<file path="src/rtl/sonar_ctrl_if.sv">
// Requester-side bus of the sonar controller: measurement request,
// completion pulses and the measured distance.
interface sonar_ctrl_if #(
    parameter int DisLen = 16
);
    logic            trigger;
    logic            triggerSuc;
    logic            valid;
    logic            timeout;
    logic            busy;
    logic [DisLen:0] distance;

    // Requester: raises trigger, observes results
    modport master (
        output trigger,
        input  triggerSuc, valid, timeout, busy, distance
    );

    // Controller: consumes trigger, drives results
    modport slave (
        input  trigger,
        output triggerSuc, valid, timeout, busy, distance
    );
endinterface

</file>
<file path="src/rtl/sonar_ctrl.sv">
// Ultrasonic range-finder controller: issues the sensor trigger pulse,
// times the echo pulse in DIV-cycle units and reports the distance,
// with timeouts on a missing or stuck echo and an enforced idle gap.
module sonar_ctrl #(
    parameter int DisLen      = 16,
    parameter int TRIG_CYC    = 500,
    parameter int DIV         = 2900,
    parameter int TIMEOUT_CYC = 1900000,
    parameter int GAP_CYC     = 2500000
) (
    input  logic         clk,
    input  logic         rst_n,
    sonar_ctrl_if.slave  bus,
    output logic         sonar_trig,
    input  logic         echo
);

    localparam int CNT_MAX = (TRIG_CYC > TIMEOUT_CYC)
                           ? ((TRIG_CYC > GAP_CYC) ? TRIG_CYC : GAP_CYC)
                           : ((TIMEOUT_CYC > GAP_CYC) ? TIMEOUT_CYC : GAP_CYC);
    localparam int CW = $clog2(CNT_MAX + 1);
    localparam int SW = (DIV > 1) ? $clog2(DIV) : 1;

    localparam logic [CW-1:0]     CNT_ONE  = CW'(1);
    localparam logic [CW-1:0]     TRIG_END = CW'(TRIG_CYC - 1);
    localparam logic [CW-1:0]     TO_END   = CW'(TIMEOUT_CYC - 1);
    localparam logic [CW-1:0]     GAP_END  = CW'(GAP_CYC - 1);
    localparam logic [SW-1:0]     SUB_ONE  = SW'(1);
    localparam logic [SW-1:0]     SUB_END  = SW'(DIV - 1);
    localparam logic [DisLen:0]   ACC_ONE  = (DisLen + 1)'(1);

    typedef enum logic [2:0] {IDLE, TRIG, WAIT_RISE, ECHO, GAP} state_t;

    state_t          state, state_next;
    logic [CW-1:0]   cnt;
    logic [SW-1:0]   sub;
    logic [DisLen:0] acc;
    logic            echo_m, echo_s, echo_d;
    logic            rise, fall;

    logic            trig_d, suc_d, valid_d, timeout_d, busy_d;
    logic [DisLen:0] dist_d;

    assign rise = echo_s & ~echo_d;
    assign fall = ~echo_s & echo_d;

    // Two-flop synchronizer for the asynchronous echo plus one delay stage for edge detection
    always_ff @(posedge clk) begin
        if (!rst_n) begin
            echo_m <= 1'b0;
            echo_s <= 1'b0;
            echo_d <= 1'b0;
        end else begin
            echo_m <= echo;
            echo_s <= echo_m;
            echo_d <= echo_s;
        end
    end

    // State register
    always_ff @(posedge clk) begin
        if (!rst_n) state <= IDLE;
        else        state <= state_next;
    end

    // Next-state decode
    always_comb begin
        state_next = state;
        case (state)
            IDLE:      if (bus.trigger) state_next = TRIG;
            TRIG:      if (cnt == TRIG_END) state_next = WAIT_RISE;
            WAIT_RISE: begin
                if (rise)               state_next = ECHO;
                else if (cnt == TO_END) state_next = GAP;
            end
            ECHO:      if (fall || cnt == TO_END) state_next = GAP;
            GAP:       if (cnt == GAP_END) state_next = IDLE;
            default:   state_next = IDLE;
        endcase
    end

    // Cycles spent in the current state; restarts on every state change
    always_ff @(posedge clk) begin
        if (!rst_n)                   cnt <= '0;
        else if (state_next != state) cnt <= '0;
        else                          cnt <= cnt + CNT_ONE;
    end

    // Echo-high timing: sub-counter wraps every DIV high cycles into a saturating accumulator
    always_ff @(posedge clk) begin
        if (!rst_n) begin
            sub <= '0;
            acc <= '0;
        end else if (state == WAIT_RISE && rise) begin
            // The rise-detect cycle is already the first echo-high cycle,
            // so the cleared counters start with that cycle counted.
            if (DIV == 1) begin
                sub <= '0;
                acc <= ACC_ONE;
            end else begin
                sub <= SUB_ONE;
                acc <= '0;
            end
        end else if (state == ECHO && echo_s) begin
            if (sub == SUB_END) begin
                sub <= '0;
                if (acc != '1) acc <= acc + ACC_ONE;
            end else begin
                sub <= sub + SUB_ONE;
            end
        end
    end

    // Output decode from the upcoming state, registered below
    always_comb begin
        trig_d    = (state_next == TRIG);
        suc_d     = (state == TRIG) && (state_next == WAIT_RISE);
        busy_d    = (state_next != IDLE);
        valid_d   = 1'b0;
        timeout_d = 1'b0;
        dist_d    = bus.distance;
        if (state != GAP && state_next == GAP) begin
            valid_d = 1'b1;
            if (state == ECHO && fall) begin
                dist_d = acc;
            end else begin
                dist_d    = '1;
                timeout_d = 1'b1;
            end
        end
    end

    // Output registers
    always_ff @(posedge clk) begin
        if (!rst_n) begin
            sonar_trig     <= 1'b0;
            bus.triggerSuc <= 1'b0;
            bus.valid      <= 1'b0;
            bus.timeout    <= 1'b0;
            bus.busy       <= 1'b0;
            bus.distance   <= '0;
        end else begin
            sonar_trig     <= trig_d;
            bus.triggerSuc <= suc_d;
            bus.valid      <= valid_d;
            bus.timeout    <= timeout_d;
            bus.busy       <= busy_d;
            bus.distance   <= dist_d;
        end
    end

endmodule

</file>
<file path="src/flat_wrapper.sv">
// flat-port wrapper written by rule: the top's interface ports become plain ports
module sonar_ctrl_flat 
#(
    parameter int DisLen      = 16,
    parameter int TRIG_CYC    = 500,
    parameter int DIV         = 2900,
    parameter int TIMEOUT_CYC = 1900000,
    parameter int GAP_CYC     = 2500000
)
  (clk, rst_n, sonar_trig, echo, bus_trigger, bus_triggerSuc, bus_valid, bus_timeout, bus_busy, bus_distance);
  sonar_ctrl_if #(.DisLen(DisLen)) bus_i ();
  input  logic clk;
  input  logic rst_n;
  output logic sonar_trig;
  input  logic echo;
  input wire logic [$bits(bus_i.trigger)-1:0] bus_trigger;
  output wire logic [$bits(bus_i.triggerSuc)-1:0] bus_triggerSuc;
  output wire logic [$bits(bus_i.valid)-1:0] bus_valid;
  output wire logic [$bits(bus_i.timeout)-1:0] bus_timeout;
  output wire logic [$bits(bus_i.busy)-1:0] bus_busy;
  output wire logic [$bits(bus_i.distance)-1:0] bus_distance;
  assign bus_i.trigger = bus_trigger;
  assign bus_triggerSuc = bus_i.triggerSuc;
  assign bus_valid = bus_i.valid;
  assign bus_timeout = bus_i.timeout;
  assign bus_busy = bus_i.busy;
  assign bus_distance = bus_i.distance;
  sonar_ctrl #(.DisLen(DisLen), .TRIG_CYC(TRIG_CYC), .DIV(DIV), .TIMEOUT_CYC(TIMEOUT_CYC), .GAP_CYC(GAP_CYC)) u_core (.clk(clk), .rst_n(rst_n), .bus(bus_i), .sonar_trig(sonar_trig), .echo(echo));
endmodule
</file>
<file path="config.mk">
export PLATFORM = sky130hd
export DESIGN_NAME = sonar_ctrl_flat
export DESIGN_NICKNAME = d
export VERILOG_FILES = /design/src/rtl/sonar_ctrl_if.sv /design/src/rtl/sonar_ctrl.sv /design/src/flat_wrapper.sv
export SDC_FILE = /design/constraint.sdc
export NUM_CORES = 1
export LEC_CHECK = 0
export ABC_AREA = 1
export BUFFER_PORTS_ARGS = -buffer_cell sky130_fd_sc_hd__buf_2
export CORE_MARGIN = 1.5
export CORE_UTILIZATION = 60
export DETAILED_ROUTE_END_ITERATION = 16
export PLACE_DENSITY = 0.79
export SLEW_MARGIN = 5
export SYNTH_ARGS = -nofsm -noshare
export SYNTH_HDL_FRONTEND = slang
export SYNTH_SLANG_ARGS = --single-unit
</file>
<file path="constraint.sdc">
create_clock -name clk -period 1.98 [get_ports clk]
set_input_delay 0.099 -clock clk [delete_from_list [all_inputs] [get_ports clk]]
set_output_delay 0.099 -clock clk [all_outputs]
set_load 0.01 [all_outputs]
</file>
==> results of run 1 <==
## synthesized netlist by cell type (8+ instances only)
| master | n |
|---|---|
| nand2_2 | 8 |
| a21oi_1 | 43 |
| nand4_1 | 14 |
| o21ai_0 | 24 |
| nand3_1 | 25 |
| xnor2_1 | 10 |
| nor2_2 | 25 |
| nand2_1 | 101 |
| dfxtp_1 | 79 |
| inv_1 | 78 |
| nor3_1 | 21 |
| xor2_1 | 20 |
| nor2_1 | 63 |
## worst reg2reg max path: stages (launching register included)
cell	delay, ns
dfxtp_2	0.36
inv_1	0.09
nor3_2	0.22
inv_1	0.11
nor4_4	0.29
ha_4	0.23
nor2_4	0.05
buf_4	0.14
inv_1	0.08
nor2_1	0.04
a211oi_1	0.16
## worst paths after layout
kind                               startpoint         endpoint  slack (ns)  cells after the start
worst min register to register  u_core.echo_m    u_core.echo_s        0.43                      2
worst max-delay path            u_core.acc[6]    u_core.acc[1]        0.13                     10
worst min-delay path                    rst_n  u_core.state[2]        0.12                      3
worst max register to register  u_core.acc[6]    u_core.acc[1]        0.13                     10
## flip-flops by register name, indices dropped and copies added, names as in the netlist
name / flops
u_core.acc: 17
u_core.bus.busy: 1
u_core.bus.distance: 17
u_core.bus.timeout: 1
u_core.bus.triggerSuc: 1
u_core.bus.valid: 1
u_core.cnt: 22
u_core.echo_d: 1
u_core.echo_m: 1
u_core.echo_s: 1
u_core.sonar_trig: 1
u_core.state: 3
u_core.sub: 12
## per-layer routing
| layer | up-vias | track usage [%] | part of all wire [%] | wire length, um |
|---|---|---|---|---|
| met1 | 1689 | 33.0 | 46 | 4070 |
| met2 | 69 | 44.8 | 49 | 4380 |
| met5 | - | 0 | 0 | 0 |
| li1 | 1829 | - | - | - |
| met4 | 0 | 7.90 | 0.86 | 77 |
| met3 | 5 | 5.34 | 4.4 | 393 |
## cell type report
type / instances / share of cell area, %
timing repair buffer: 45 / 6.63
clock inverter: 6 / 2.03
sequential: 79 / 34.9
inverter: 84 / 6.91
multi-input combinational: 376 / 44.7
tap: 77 / 2.11
clock buffer: 10 / 2.80
## per-stage QoR
stage               hold WS [ns]  setup TNS (ns)
floorplan                  0.197               0
global placement           0.284               0
detailed placement         0.291               0
CTS                        0.111               0
global route               0.147         -0.0137
finish                     0.116               0
## where the power goes
group	leakage (nW)	internal (mW)	switching, mW
clock	0.103	0.717	0.617
sequential	0.642	1.60	0.00831
combinational	0.985	0.0503	0.0821
total	1.73	2.37	0.708
## what timing repair did
item | CTS | global route
endpoints found under the hold margin | 1 | 0
pin swaps | 1 | 5
resized for setup | 2 | 22
buffers inserted | 0 | 4
setup endpoints to repair | 1 | 58
gates cloned | 0 | 0
hold buffers | 1 | 0
## cells by family (layout without fill, tap and decap cells)
| family | after synthesis | in the layout |
|---|---|---|
| XOR/XNOR | 30 | 30 |
| AO/OA/AOI/OAI | 71 | 71 |
| flip-flops | 79 | 79 |
| adder cells (fa/ha/maj) | 4 | 4 |
| AND/OR/NAND/NOR | 271 | 271 |
| buffers and inverters | 92 | 145 |
==> run_results.csv, run 1 <==
group,metric,value,unit
floorplanning,fp-row-count,29,
clocking,cts-buffers-inserted,9,
placement,post-place-ws,0.0263,ns
setup_path,worstPathCellList,"inv_1 -> nor3_2 -> inv_1 -> nor4_4 -> ha_4 -> nor2_4 -> buf_4 -> inv_1 -> nor2_1 -> a211oi_1",
yosys,synthFlopType,"dfxtp_1",
timing,final.setup.worst_slack,0.125,ns
yosys,synth_top_area_share,40.6,%
pwr,vdd_drop_max,628,uV
floorplanning,start_util,61.7,%
placement,portBuffers,25,
finish,diodes,0,
clocking,cts_buffer_depth,2,
finish,final_core_util,72.3,%
yosys,synth_seq_cells,79,
finish,final-instance-count-excl-fill,677,
yosys,synth_top_family_by_area,"simple AND/OR/NAND/NOR gates",
pwr,leakagePower,1.73,nW
detailed_routing,drc,0,
timing,maxSlewViolCount,0,
clocking,path_clk_slew,0.08,ns
floorplanning,die_area,6980,um^2
pwr,p_per_area,673,nW/um^2
yosys,yosys.area_share.simple,32.7,%
run_status,status,"finished clean",
placement,routabilityCongestion,0.895,
finish,final_cell_mix,"101 x nand2_1, 77 x inv_1, 71 x dfxtp_1",
placement,dp_hpwl,6430,um
grt,grt_pass1_wl,14700,um
setup_path,cp_slowest_cell,"dfxtp_2",
setup_path,critPathBufInv,4,
finish,stdcell_area,4560,um^2
clocking,root_buffer,"clkbuf_8",
clocking,cts_max_level,3,
yosys,ys_types,29,
grt,grt_pass1_vias,3305,
setup_path,slowest_delay,0.36,ns
setup_path,crit_top_cell,"inv_1",
setup_path,path_delay_family,"simple AND/OR/NAND/NOR gates",
timing,worst_slew_margin_rel,66.6,%
yosys,synth_nets,555,
run,cap_viol_max_count,0,
clocking,clock_latency,0.36,ns
hold_path,hp-class,"primary input to flop",
detailed_routing,detail-route-antenna-nets,0,
detailed_routing,routed-via-count,3592,
floorplanning,die_x,83.6,um
detailed_routing,post_drt_wl_per_cell,13.2,um
yosys,syn_area_per_cell,7.12,um^2
timing,period_minus_slack,1.85,ns
timing,setup_viol,0,
yosys,ys_seq_area_share,40.6,%
floorplanning,ios,26,
grt,grt_start_max_net_pins,23,
setup_path,endpoint_kind,"flop",
yosys,synthAdderAreaFrac,1.28,%
finish,finish.net_count,603,
setup_path,cp.arrival,2.13,ns
yosys,synth_mux_area_share,0,%
detailed_routing,first_pass_iters,4,
finish,syn2layout_area_growth,17.2,%
timing,post-route-period-util,93.7,%
finish,n_fill_cell,544,
timing,hold_viol_final,0,
yosys,syn_inst,547,
timing,tightest_slew,0.500,ns
clocking,cts.sinks,79,
detailed_routing,viasPerCell,5.31,
grt,grt_antenna_before_repair,0,
detailed_routing,drt_iter0_drc,228,
yosys,yosys_warnings,0,
setup_path,worstSetupStartpointType,"flop",
clocking,cts_tree,"built",
pwr,power,3.07,mW
placement,post_dp_cell_area,4210,um^2
yosys,yosys-top-cells-area,"dfxtp_1 41%, nand2_1 9.7%, inv_1 7.5%",
yosys,synth_edf_count,0,
grt,grtUsageTotal,26.1,%
yosys,synth_compound_area_share,9.38,%
yosys,synth_top_area_cell,"dfxtp_1",
yosys,async_reset_ff_share,0,%
setup_path,path_max_fanout,4,
yosys,synth-xor-area-share,6.75,%
detailed_routing,wl,8920,um
setup_path,path_class,"flop to flop",
yosys,netlist_area,3890,um^2
placement,placedCellCount,656,
finish,multiInputGateArea,2040,um^2
finish,seq_area,1590,um^2
grt,grt-ovfl-total,0,
floorplanning,core,6310,um^2
finish,layout-drive-gt1-share,20.3,%
finish,final_common_cell,"nand2_1",
floorplanning,die_y,83.6,um
timing,fmax,539,MHz
timing,fin_skew,0.0104,ns
setup_path,worstPathRequired,2.26,ns
No activity file was read; power rests on OpenSTA's default activity.
==> run 2, diff against run 1 <==
--- a/config.mk
+++ b/config.mk
@@ -10,6 +10,7 @@
 export CORE_MARGIN = 1.5
 export CORE_UTILIZATION = 60
 export DETAILED_ROUTE_END_ITERATION = 16
+export MAX_ROUTING_LAYER = met4
 export PLACE_DENSITY = 0.79
 export SLEW_MARGIN = 5
 export SYNTH_ARGS = -nofsm -noshare
==> run_results.csv, run 2 (synthesized netlist as in run 1, its figures left out) <==
group,metric,value,unit
detailed_routing,wl,8770,um
clocking,cts_max_level,3,
floorplanning,fp-row-count,29,
timing,tightest_slew,0.491,ns
detailed_routing,detail-route-antenna-nets,0,
clocking,cts.sinks,79,
setup_path,r2r_end,"u_core.cnt[14]",
timing,fmax,521,MHz
hold_path,hold_depth,3,
grt,grt_pass1_vias,3289,
timing,setup_viol,0,
setup_path,worstPathRequired,2.27,ns
setup_path,path_class,"flop to flop",
timing,maxSlewViolCount,0,
clocking,root_buffer,"clkbuf_8",
detailed_routing,routed-via-count,3596,
detailed_routing,drt_iter0_drc,218,
finish,largest_reg_flops,22,
setup_path,cp.arrival,2.21,ns
finish,layout-drive-gt1-share,23.4,%
detailed_routing,post_drt_wl_per_cell,12.8,um
placement,post-place-ws,0.00690,ns
detailed_routing,first_pass_iters,5,
setup_path,r2r_cells,11,
run_status,status,"finished clean",
finish,regMostFlops,"u_core.cnt",
grt,grt_pass1_wl,14700,um
floorplanning,core,6310,um^2
setup_path,r2r_slack,0.06,ns
timing,fin_skew,0.00486,ns
timing,worst_slew_margin_rel,67.2,%
grt,grtUsageTotal,26.3,%
floorplanning,die_y,83.6,um
setup_path,r2r-start,"u_core.cnt[1]",
grt,grt_start_max_net_pins,23,
finish,final_cell_mix,"98 x nand2_1, 75 x inv_1, 66 x dfxtp_1",
grt,grt_antenna_before_repair,0,
pwr,power,2.92,mW
floorplanning,die_x,83.6,um
timing,period_minus_slack,1.92,ns
pwr,vdd_drop_max,827,uV
clocking,cts-buffers-inserted,9,
hold_path,hp-class,"primary input to flop",
finish,finish.net_count,610,
timing,final.setup.worst_slack,0.0616,ns
setup_path,path_max_fanout,8,
detailed_routing,drc,0,
placement,portBuffers,25,
finish,final_common_cell,"nand2_1",
placement,routabilityCongestion,0.927,
hold_path,min_to,"u_core.state[2]",
pwr,leakagePower,1.78,nW
timing,hold_slack,0.120,ns
finish,top_regs,"u_core.cnt: 22 flops, u_core.acc: 17 flops, u_core.bus.distance: 17 flops",
finish,diodes,0,
detailed_routing,viasPerCell,5.26,
placement,dp_hpwl,6390,um
grt,grt-ovfl-total,0,
run,cap_viol_max_count,0,
setup_path,endpoint_kind,"flop",
timing,rsz0062_at_grt,"yes",
timing,hold_viol_final,0,
floorplanning,die_area,6980,um^2
clocking,cts_tree,"built",
floorplanning,start_util,61.7,%
pwr,p_per_area,626,nW/um^2
hold_path,hp-start,"rst_n",
timing,setup_tns,0,ns
finish,syn2layout_area_growth,19.8,%
clocking,cts_buffer_depth,2,
floorplanning,ios,26,
clocking,path_clk_slew,0.08,ns
timing,post-route-period-util,96.9,%
clocking,clock_latency,0.35,ns
setup_path,worstSetupStartpointType,"flop",
[run 2: cell types whose count changed in the layout (fill, tap and decap cells not counted), sizes merged]
cell | previous run | this run
clkbuf | 10 | 11
clkinvlp | 2 | 1
buf | 44 | 50
bufinv | 2 | 1
clkinv | 2 | 5
inv | 84 | 83
[run 2: critical path: stages (launching register included)]
cell and delay, ns:
dfxtp_4 0.37, ha_4 0.16, nand3_4 0.10, buf_6 0.14, nor2_1 0.11, nand3_1 0.12
nand2_1 0.09, nand3_1 0.09, nand4_1 0.17, nand4_4 0.20, clkbuf_16 0.24, nor2_2 0.07
[run 2: power breakdown]
group | total (mW) | leakage (nW) | internal [mW] | switching (mW)
Sequential | 1.61 | 0.645 | 1.60 | 0.00826
Clock | 1.16 | 0.0960 | 0.578 | 0.586
Combinational | 0.153 | 1.04 | 0.0604 | 0.0926
[run 2: routing by layer]
layer	up-vias	part of all wire (%)	GRT usage, %
met5	-	0	-
met4	0	1.3	5.66
met3	13	4.8	6.43
met2	81	46	41.3
met1	1656	47	34.7
li1	1846	-	-
[run 2: how the worst max path moves through the flow]
| stage | from | endpoint | slack, ns | cells after the start |
|---|---|---|---|---|
| floorplan | u_core.acc[0] | u_core.acc[12] | 0.22 | 8 |
| global placement | u_core.cnt[0] | u_core.bus.timeout | 0.09 | 12 |
| detailed placement | u_core.cnt[1] | u_core.bus.timeout | 0.007 | 12 |
| CTS | u_core.cnt[1] | u_core.cnt[13] | 0.004 | 11 |
| global route | u_core.cnt[1] | u_core.cnt[3] | -0.05 | 11 |
| finish | u_core.cnt[1] | u_core.cnt[14] | 0.06 | 11 |
[run 2: cell type report]
cell class | count | area, um^2
Clock inverter | 6 | 61.3
Timing Repair Buffer | 52 | 368
Inverter | 84 | 318
Fill cell | 499 | 1650
Tap cell | 77 | 96.3
Multi-Input combinational cell | 376 | 2090
Clock buffer | 10 | 128
Sequential cell | 79 | 1600
[run 2: timing repair]
item	4_1_cts	5_1_grt
hold buffers	1	0
gates cloned	0	1
hold endpoints to repair	1	0
buffers inserted	0	6
pin swaps	0	11
endpoints found under the setup margin	2	60
gates resized for setup	2	49
[run 2: metrics by stage]
stage / util, % / std cells / cell area, um^2
global route: 73.9 / 684 / 4670
global placement: 66.9 / 660 / 4230
CTS: 70.3 / 677 / 4440
detailed placement: 66.9 / 660 / 4230
finish: 73.9 / 684 / 4670
floorplan: - / 547 / 3890
==> run 3, diff against run 2 <==
--- a/config.mk
+++ b/config.mk
@@ -7,11 +7,12 @@
 export LEC_CHECK = 0
 export ABC_AREA = 1
 export BUFFER_PORTS_ARGS = -buffer_cell sky130_fd_sc_hd__buf_2
+export CAP_MARGIN = 10
 export CORE_MARGIN = 1.5
-export CORE_UTILIZATION = 60
+export CORE_UTILIZATION = 54
 export DETAILED_ROUTE_END_ITERATION = 16
 export MAX_ROUTING_LAYER = met4
-export PLACE_DENSITY = 0.79
+export PLACE_DENSITY = 0.75
 export SLEW_MARGIN = 5
 export SYNTH_ARGS = -nofsm -noshare
 export SYNTH_HDL_FRONTEND = slang
==> constraint.sdc (replaced) <==
create_clock -name clk -period 1.7 [get_ports clk]
set_input_delay 0.085 -clock clk [delete_from_list [all_inputs] [get_ports clk]]
set_output_delay 0.085 -clock clk [all_outputs]
set_load 0.01 [all_outputs]
==> run_results.csv, run 3 (synthesized netlist as in run 1, its figures left out) <==
group,metric,value,unit
run_status,status,"finished with violations",
run_status,violations,"setup timing",
setup_path,worstPathCellList,"ha_4 -> nand4_1 -> nor4_4 -> ha_4 -> buf_6 -> nor2_4 -> nand3_4 -> nand2_1 -> nor2_1",
detailed_routing,viasPerCell,5.55,
clocking,path_clk_slew,0.09,ns
placement,routabilityCongestion,0.948,
finish,regMostFlops,"u_core.cnt",
clocking,clock_latency,0.37,ns
clocking,cts_max_level,3,
floorplanning,start_util,56.7,%
setup_path,path_max_fanout,5,
grt,grtUsageTotal,28.0,%
setup_path,worstPathRequired,1.97,ns
setup_path,critPathBufInv,1,
setup_path,worstSetupStartpointType,"flop",
pwr,leakagePower,2.24,nW
pwr,p_per_area,658,nW/um^2
pwr,p_sw_share,24.0,%
grt,grt_start_max_net_pins,23,
clocking,cts_tree,"built",
timing,hold_viol_final,0,
finish,layout-drive-gt1-share,39.9,%
clocking,cts.sinks,79,
pwr,p_clk_share,43.7,%
placement,portBuffers,25,
finish,final_core_util,80.6,%
clocking,cts-buffers-inserted,9,
detailed_routing,first_pass_iters,6,
timing,final.setup.worst_slack,-0.173,ns
run,cap_viol_max_count,0,
clocking,root_buffer,"clkbuf_8",
floorplanning,fp-row-count,30,
setup_path,cp.arrival,2.14,ns
grt,grt-ovfl-total,0,
placement,dp_hpwl,7000,um
timing,maxSlewViolCount,0,
timing,fin_skew,0.0133,ns
floorplanning,core,6870,um^2
finish,syn2layout_area_growth,42.1,%
grt,grt_antenna_before_repair,0,
timing,post-route-period-util,110,%
finish,largest_reg_flops,22,
detailed_routing,drt_iter0_drc,436,
floorplanning,die_y,87.9,um
floorplanning,ios,26,
setup_path,endpoint_kind,"flop",
grt,grt_pass1_vias,3745,
floorplanning,die_x,87.9,um
pwr,power_frac_comb,5.0,%
setup_path,slowest_delay,0.37,ns
setup_path,path_delay_family,"simple AND/OR/NAND/NOR gates",
timing,rsz0062_at_grt,"yes",
hold_path,hp-class,"primary input to flop",
timing,period_minus_slack,1.87,ns
grt,grt_pass1_wl,16300,um
timing,fmax,534,MHz
detailed_routing,wl,12700,um
timing,hold_slack,0.118,ns
pwr,p_switching,0.874,mW
timing,tightest_slew,0.410,ns
finish,final_common_cell,"buf_4",
detailed_routing,drc,0,
setup_path,crit_top_cell,"ha_4",
pwr,internal-power,2.77,mW
finish,finish.net_count,683,
pwr,p_seq_share,51.4,%
floorplanning,die_area,7730,um^2
finish,diodes,0,
clocking,cts_buffer_depth,2,
timing,worst_slew_margin_rel,72.5,%
placement,post-place-ws,-0.265,ns
pwr,vdd_drop_max,449,uV
detailed_routing,detail-route-antenna-nets,0,
setup_path,cp_slowest_cell,"dfxtp_2",
setup_path,path_class,"flop to flop",
finish,final_cell_mix,"86 x buf_4, 82 x nand2_1, 72 x inv_1",
timing,setup_viol,41,
detailed_routing,routed-via-count,4308,
detailed_routing,post_drt_wl_per_cell,16.4,um
finish,top_regs,"u_core.cnt: 22 flops, u_core.acc: 17 flops, u_core.bus.distance: 17 flops",
[run 3: cell count changes in the layout (fill, tap and decap cells not counted), moves of 6 or more]
cell,delta
dfxtp_2,+10
nand2_1,-16
nor2_2,+12
dfxtp_1,-10
nor2_1,-7
nand2_2,+12
nor3_1,-6
a21oi_1,-8
buf_4,+64
a21oi_2,+8
[run 3: tightest hold or removal path, stage by stage]
cell and delay, ns:
buf_2 0.09, inv_1 0.15, a21oi_2 0.14
[run 3: timing repair]
item | 4_1_cts | 5_1_grt
hold buffers | 1 | 0
endpoints found under the setup margin | 43 | 64
pin swaps | 15 | 29
resized for setup | 35 | 87
buffers inserted | 12 | 13
cloned | 1 | 0
endpoints found under the hold margin | 1 | 0
[run 3: final cells by class]
class                      instances  area (um^2)
multi-input combinational        376         2290
sequential                        79         1620
fill                             439         1340
timing repair buffer             124          955
inverter                          84          325
clock buffer                      10          128
tap                               96          120
clock inverter                     6         93.8
timing repair inverter             1         7.51
[run 3: layer usage]
metal	global-route usage [%]	vias up	share of wire (%)	wire length (um)
li1	-	2000	-	-
met1	31.3	1966	37	4730
met2	47.9	252	49	6190
met3	7.26	90	7.8	987
met4	10.2	0	6.3	801
met5	-	-	0	0
[run 3: power by group through the flow]
stage	Clock, mW	Sequential (mW)	Combinational, mW
final	1.59	1.87	0.181
after global routing	1.67	1.87	0.193
after CTS	1.58	1.87	0.164
after detailed placement	0	1.91	0.159
after global placement	0	1.91	0.155
after floorplan	0	1.91	0.0968
[run 3: path summary, 6_finish.rpt]
path	endpoint	from	slack (ns)	cells past startpoint
worst max-delay path	u_core.acc[2]	u_core.acc[1]	-0.17	9
worst min register to register	u_core.echo_s	u_core.echo_m	0.43	2
worst min-delay path	u_core.bus.busy	rst_n	0.12	3
worst max register to register	u_core.acc[2]	u_core.acc[1]	-0.17	9
[run 3: through the flow]
stage          setup TNS (ns)  cells  total power [mW]  area [um^2]
6_report                -3.53    776              3.64         5530
5_1_grt                 -8.27    776              3.74         5530
4_1_cts                 -1.59    764              3.61         5130
3_5_place_dp            -3.84    734              2.07         4700
3_3_place_gp            -1.36    734              2.07         4700
2_1_floorplan         -0.0454    547              2.01         3920
